### src/rtl/fetch_arb.sv
// fetch_arb: round-robin owner arbitration for the shared line-fetch engine.
//
// Each requester holds a fetch request (cmd, tag, addr) until it is granted.
// One owner is picked at a time, and its payload is latched and issued to the
// engine. Ownership lasts until the engine reports done. The engine's gnt and
// done pulses are routed back to the owner only.
//
// Ports:
//   clk, rst                 clock, synchronous active-high reset
//   req_fetch_req  [N]       per-requester request, held until its gnt
//   req_fetch_cmd  [2N]      per-requester cmd (00 write-back, 01 line fill)
//   req_fetch_tag  [tw*N]    per-requester line tag
//   req_fetch_addr [aw*N]    per-requester line-aligned address
//   req_fetch_gnt  [N]       one-cycle grant pulse to the owner
//   req_fetch_done [N]       one-cycle done pulse to the owner
//   eng_fetch_req/cmd/tag/addr  request and latched payload to the engine
//   eng_fetch_gnt, eng_fetch_done  engine accept / completion pulses
//   arb_busy                 high while not IDLE
//   arb_owner [ow]           current or last owner
//
// Optional build macro FETCH_ARB_PERF_EN adds:
//   perf_grant_cnt [16N]     per-requester saturating grant counts
//   perf_stall_cnt [16]      saturating count of cycles in which a non-owner
//                            waits while the arbiter is not IDLE
//
// state | meaning
// IDLE  | no owner; select a round-robin winner and latch its payload
// ISSUE | eng_fetch_req high with the latched payload until eng_fetch_gnt
// BUSY  | engine working for the owner; wait for eng_fetch_done
module fetch_arb #(
    parameter int addr_width = 32,
    parameter int list_depth = 4,
    parameter int num_req    = 2,
    localparam int tw = $clog2(list_depth),
    localparam int ow = $clog2(num_req)
) (
    input  logic                       clk,
    input  logic                       rst,
    input  logic [num_req-1:0]         req_fetch_req,
    input  logic [2*num_req-1:0]       req_fetch_cmd,
    input  logic [tw*num_req-1:0]      req_fetch_tag,
    input  logic [addr_width*num_req-1:0] req_fetch_addr,
    output logic [num_req-1:0]         req_fetch_gnt,
    output logic [num_req-1:0]         req_fetch_done,
    output logic                       eng_fetch_req,
    output logic [1:0]                 eng_fetch_cmd,
    output logic [tw-1:0]              eng_fetch_tag,
    output logic [addr_width-1:0]      eng_fetch_addr,
    input  logic                       eng_fetch_gnt,
    input  logic                       eng_fetch_done,
    output logic                       arb_busy,
    output logic [ow-1:0]              arb_owner
`ifdef FETCH_ARB_PERF_EN
    ,
    output logic [16*num_req-1:0]      perf_grant_cnt,
    output logic [15:0]                perf_stall_cnt
`endif
);

    typedef enum logic [1:0] {IDLE, ISSUE, BUSY} state_t;

    state_t               state, state_nxt;
    logic [ow-1:0]        rr_ptr;
    logic [ow-1:0]        rr_ptr_nxt;
    logic [ow-1:0]        win_idx;
    logic                 win_vld;
    logic [ow-1:0]        scan_idx;
    logic [num_req-1:0]   owner_oh;

    // First set request at or above rr_ptr, wrapping.
    always_comb begin
        win_vld  = 1'b0;
        win_idx  = rr_ptr;
        scan_idx = '0;
        for (int k = 0; k < num_req; k++) begin
            scan_idx = ow'((int'(rr_ptr) + k) % num_req);
            if (!win_vld && req_fetch_req[scan_idx]) begin
                win_vld = 1'b1;
                win_idx = scan_idx;
            end
        end
    end

    always_comb begin
        owner_oh = '0;
        for (int i = 0; i < num_req; i++) begin
            owner_oh[i] = (arb_owner == ow'(i));
        end
    end

    assign rr_ptr_nxt = (arb_owner == ow'(num_req - 1)) ? '0 : arb_owner + 1'b1;

    always_comb begin
        state_nxt = state;
        case (state)
            IDLE:    if (win_vld)        state_nxt = ISSUE;
            ISSUE:   if (eng_fetch_gnt)  state_nxt = BUSY;
            BUSY:    if (eng_fetch_done) state_nxt = IDLE;
            default:                     state_nxt = IDLE;
        endcase
    end

    always_ff @(posedge clk) begin
        if (rst) begin
            state          <= IDLE;
            rr_ptr         <= '0;
            arb_owner      <= '0;
            eng_fetch_cmd  <= '0;
            eng_fetch_tag  <= '0;
            eng_fetch_addr <= '0;
        end else begin
            state <= state_nxt;
            if (state == IDLE && win_vld) begin
                arb_owner      <= win_idx;
                eng_fetch_cmd  <= req_fetch_cmd[int'(win_idx)*2 +: 2];
                eng_fetch_tag  <= req_fetch_tag[int'(win_idx)*tw +: tw];
                eng_fetch_addr <= req_fetch_addr[int'(win_idx)*addr_width +: addr_width];
            end
            if (state == BUSY && eng_fetch_done) begin
                rr_ptr <= rr_ptr_nxt;
            end
        end
    end

    // Pulses are suppressed during reset so an aborted transfer never reports done.
    assign req_fetch_gnt  = (state == ISSUE && eng_fetch_gnt  && !rst) ? owner_oh : '0;
    assign req_fetch_done = (state == BUSY  && eng_fetch_done && !rst) ? owner_oh : '0;
    assign eng_fetch_req  = (state == ISSUE);
    assign arb_busy       = (state != IDLE);

`ifdef FETCH_ARB_PERF_EN
    logic stall_now;

    assign stall_now = (state != IDLE) && ((req_fetch_req & ~owner_oh) != '0);

    always_ff @(posedge clk) begin
        if (rst) begin
            perf_grant_cnt <= '0;
            perf_stall_cnt <= '0;
        end else begin
            for (int i = 0; i < num_req; i++) begin
                if (req_fetch_gnt[i] && perf_grant_cnt[i*16 +: 16] != 16'hFFFF) begin
                    perf_grant_cnt[i*16 +: 16] <= perf_grant_cnt[i*16 +: 16] + 16'd1;
                end
            end
            if (stall_now && perf_stall_cnt != 16'hFFFF) begin
                perf_stall_cnt <= perf_stall_cnt + 16'd1;
            end
        end
    end
`else
    // Performance counters are not built.
`endif

endmodule

### config.mk
export PLATFORM = sky130hd
export DESIGN_NAME = fetch_arb
export DESIGN_NICKNAME = d
export VERILOG_FILES = /design/src/rtl/fetch_arb.sv
export SDC_FILE = /design/constraint.sdc
export NUM_CORES = 1
export LEC_CHECK = 0
export ABC_AREA = 1
export CORE_MARGIN = 2
export CORE_UTILIZATION = 41
export DETAILED_ROUTE_END_ITERATION = 10
export PLACE_DENSITY = 0.8
export SLEW_MARGIN = 15
export SYNTH_ARGS = -nofsm -noshare
export SYNTH_HDL_FRONTEND = slang
export SYNTH_SLANG_ARGS = --single-unit
### constraint.sdc
create_clock -name clk -period 1.59 [get_ports clk]
set_input_delay 0.318 -clock clk [delete_from_list [all_inputs] [get_ports clk]]
set_output_delay 0.318 -clock clk [all_outputs]
set_load 0.05 [all_outputs]
[Word-level counts from Yosys, hierarchy flattened]
Index checks and enable logic that the tools add are counted.
Word-level totals
  input bits: 78
  register bits after elaboration: 40
  output and inout port bits: 43
  logic and storage cells: 44
Cells by class
  $add $sub $neg: 2
  magnitude comparators: 2
  shifts and indexed selects: 3
  reduce and logical (&&, ||, !) cells: 11
  equal/unequal tests: 5
  bitwise logic cells: 1
  multiplexer cells: 14
Operators by type and width (number)
  $shiftx 64x7->32: 1
  $mux 2: 5
  $mux 1: 8
  $shiftx 4x3->2: 2
  $logic_and 1x1->1: 6
  $pmux 2 s3: 1
  $lt 1x2->1 const B: 2
  $ne 2x2->1 const B: 2
  $reduce_and 3->1: 1
  $add 1x1->1 const B: 2
  $eq 2x1->1 const B: 1
  $eq 2x2->1 const B: 1
  $logic_not 1->1: 2
  $logic_not 2->1: 1
  $ne 2x1->1 const B: 1
  $reduce_bool 2->1: 1
  $not 1->1: 1

[Logic depth before layout (Yosys ltp)]
  word-level depth: 8
  mapped depth: 9
  gate-level depth less buffers: 8

[Least setup slack after synthesis]
No wires, ideal clock.
  kind: reg-to-output
  start: reg state[0]
  end: out req_fetch_gnt[0]
  data arrival time: 2.428 ns
  setup slack: -1.156 ns
  buffers on the path: 0
  cell stages (with the launch flop): 5
  data required time: 1.272 ns
  path through: dfxtp_1 > inv_1 > nor2_1 > nand2_1 > nor3_1
Between the ends
  longest elaborated chain between the ends: 4
RTL lines
  start: declaration: line 62  | state_t state, state_nxt;
  start signal: assignment: line 112  | state <= state_nxt;
  $eq 2x1->1
  net eng_fetch_req: line 45  | output logic eng_fetch_req,
  $logic_and 1x1->1 (2 in a row): line 126  | assign req_fetch_gnt = (state == ISSUE && eng_fetch_gnt && !rst) ? owner_oh : '0;
  $mux 2: line 126
  end: declaration: line 43  | output logic [num_req-1:0] req_fetch_gnt,
The timed path passes the listed nets, and every way through them passes these cells.

[Worst setup path after layout]
  start: reg state[1]
  end: out req_fetch_done[1]
Between the ends
  longest elaborated chain between the ends: 4
RTL lines
  $eq 2x2->1: line 127  | assign req_fetch_done = (state == BUSY && eng_fetch_done && !rst) ? owner_oh : '0;
  $logic_and 1x1->1 (2 in a row): line 127
  $mux 2: line 127
  end: declaration: line 44  | output logic [num_req-1:0] req_fetch_done,
No other way between the ends.

==> load_flow_metrics.sql <==
INSERT INTO impl_metrics (metric_group, metric, value, unit) VALUES
('sta', 'worstMarginPinSlew', '0.391', 'ns'),
('place', 'place_ws', '-0.153', 'ns'),
('yosys', 'postSynthAreaPerCell', '5.97', 'sq um'),
('final_layout', 'fill_count', '549', ''),
('yosys', 'yosys_warnings', '0', ''),
('yosys', 'synth_top_cells_by_area', 'dfxtp_1, nand2_1, nor2_1', ''),
('place', 'placed_cells_incl_taps', '609', ''),
('cts', 'clock_tree_buffer_depth', '2', ''),
('yosys', 'synth_sequential_area_ratio', '31.6', '%'),
('sta', 'rsz0062_at_grt', 'yes', ''),
('drt', 'routedWlPerCell', '10.4', 'um'),
('final_layout', 'antenna_cells', '0', ''),
('place', 'dp_hpwl', '4810', 'um'),
('drt', 'vias', '2704', ''),
('final_layout', 'area_growth_syn_to_layout', '55.3', '%'),
('floorplanning', 'floorplan.die.width', '82.6', 'um'),
('power_and_ir_drop', 'finalPower', '3520', 'uW'),
('cts', 'clock_tree_from_tritoncts', 'yes', ''),
('drt', 'final_antenna_net_count', '0', ''),
('yosys', 'yosys.cell_count.top_type', 'nand2_1', ''),
('yosys', 'yosysUniqueCellTypes', '19', ''),
('floorplanning', 'core-area', '0.00596', 'sq mm'),
('critical_path', 'crit_path_end_kind', 'output port', ''),
('sta', 'min_period', '1.56', 'ns'),
('floorplanning', 'initial_core_util', '42.5', '%'),
('global_route', 'global_route.usage.met3', '5.54', '%'),
('final_layout', 'post_route_cells_drive_above_1_share', '18.5', '%'),
('sta', 'max_freq', '642', 'MHz'),
('cts', 'clock-root-buffer', 'clkbuf_8', ''),
('cts', 'cts_hold_buf', '0', ''),
('power_and_ir_drop', 'power.share.switching', '39.9', '%'),
('cts', 'clk-insertion-delay-late', '0.29', 'ns'),
('drt', 'detail_route.vias_per_cell', '4.36', ''),
('yosys', 'synth_largest_area_cell', 'dfxtp_1', ''),
('critical_path', 'cp-startpoint', 'state[1]$_SDFFE_PP0P_', ''),
('sta', 'postLayoutSetupSlackWorst', '0.0318', 'ns'),
('cts', 'clock-sinks', '40', ''),
('critical_path', 'path_class', 'register to output port', ''),
('sta', 'timing.final.hold_violations', '0', ''),
('global_route', 'grt_start_max_net_pins', '39', ''),
('yosys', 'asyncSetResetFlopFracSynth', '0', '%'),
('outcome', 'status', 'finished clean', ''),
('drt', 'number_of_iterations_in_the_first_detailed_routing_pass', '4', ''),
('critical_path', 'reg2regPathDepth', '7', ''),
('cts', 'h-tree-depth', '2', ''),
('power_and_ir_drop', 'internal_power', '2110', 'uW'),
('hold_path', 'hold_path_depth', '3', ''),
('global_route', 'grt_usage', '19.5', '%'),
('power_and_ir_drop', 'power-per-cell-area', '896', 'mW/mm^2'),
('sta', 'timing.final.setup_violations', '0', ''),
('global_route', 'grt_pass1_vias', '2437', ''),
('place', 'portBuffers', '120', ''),
('floorplanning', 'dieArea', '0.00682', 'sq mm'),
('power_and_ir_drop', 'peakVddDrop', '534', 'uV'),
('yosys', 'synthesis.nets', '502', ''),
('critical_path', 'timing.critical_path.from_type', 'register', ''),
('floorplanning', 'io-pin-count', '121', ''),
('global_route', 'globalRouteMet1Util', '21.6', '%'),
('yosys', 'synth_common_cells', 'nand2_1, nor2_1, inv_1', ''),
('hold_path', 'hp-class', 'input pin to register', ''),
('place', 'placedInstanceArea', '0.00381', 'sq mm'),
('global_route', 'grt_use_met2', '35.2', '%'),
('cts', 'cts.reportedPaths.clkPinSlew', '0.07', 'ns'),
('floorplanning', 'rows', '28', ''),
('yosys', 'synth_top_flop_cell', 'dfxtp_1', ''),
('global_route', 'global_route.overflow_total', '0', ''),
('critical_path', 'worst-endpoint-arrival', '1.24', 'ns'),
('place', 'finalWeightedCongestion', '0.767', ''),
('global_route', 'grt_antenna_before_repair', '0', ''),
('drt', 'routed_wl', '6470', 'um'),
('critical_path', 'reg_to_reg_critical_path_startpoint', 'rr_ptr$_SDFFE_PP0P_', '');
## power by group through the flow
stage / Combinational (uW) / Clock, uW / Sequential [uW]
6_report: 1610 / 695 / 1210
5_1_grt: 1750 / 761 / 1230
4_1_cts: 1630 / 712 / 1220
3_5_place_dp: 1610 / 0 / 1240
3_3_place_gp: 1580 / 0 / 1230
2_1_floorplan: 654 / 0 / 1660
## metrics by stage
step	utilization (%)	hold WS (ns)
after floorplan	-	0.380
after global placement	64.0	0.500
after detailed placement	64.0	0.506
after CTS	66.0	0.462
after global routing	66.0	0.482
final	66.0	0.467
## layer usage
layer	up-vias	routed length (um)
li1	1465	-
met1	1149	2700
met2	81	3160
met3	9	527
met4	0	88
met5	-	0
## final timing paths
check / end / slack (ns)
hold reg to reg: eng_fetch_addr[26]$_SDFFE_PP0P_ / 0.52
hold / removal: state[0]$_SDFFE_PP0P_ / 0.47
setup / recovery: req_fetch_done[1] / 0.03
setup reg to reg: eng_fetch_addr[2]$_SDFFE_PP0P_ / 0.26
## final cells by class
cell class / instances / area [sq um] / share of cell area (%)
Multi-Input combinational cell: 282 / 1290 / 32.9
Timing Repair Buffer: 135 / 1340 / 34.1
Clock buffer: 8 / 90.1 / 2.29
Tap cell: 75 / 93.8 / 2.39
Inverter: 80 / 303 / 7.70
Sequential cell: 40 / 812 / 20.7
## worst max-delay path, stage by stage (launching register included)
cell and delay [ns]:
dfxtp_4 0.39, nand4_1 0.20, nor2_2 0.20, buf_12 0.15
## timing repair
item / in CTS / in global routing
pin swaps: 5 / 3
setup endpoints to repair: 4 / 4
endpoints found under the hold margin: 0 / 0
gates cloned: 0 / 0
resized for setup: 8 / 0
setup buffers: 3 / 0
## placed cells by master, fill, tap and decap left out
cell type and n:
a21oi_1 3, buf_12 11, buf_4 47, clkbuf_1 2
clkbuf_8 6, clkdlybuf4s50_1 74, dfxtp_1 37, dfxtp_4 3
dlygate4sd2_1 3, inv_1 78, inv_2 1, inv_4 1
nand2_1 115, nand2_2 4, nand2_4 3, nand3_1 20
nand3_2 19, nand3b_1 1, nand4_1 1, nor2_1 109
nor2_2 2, nor2_4 2, nor3_4 2, o21ai_0 1
## cells by family after synthesis
| logic type | synth area share, % |
|---|---|
| buf+inv | 19.0 |
| compound gates | 0.791 |
| simple gates | 48.5 |
| flops | 31.6 |
## registers in the layout, summed over array words and instances, names as in the netlist
| register | cells |
|---|---|
| eng_fetch_addr | 32 |
| eng_fetch_cmd | 2 |
| eng_fetch_tag | 2 |
| state | 2 |
| arb_owner | 1 |
| rr_ptr | 1 |
Power figures use the tool's default switching activity.
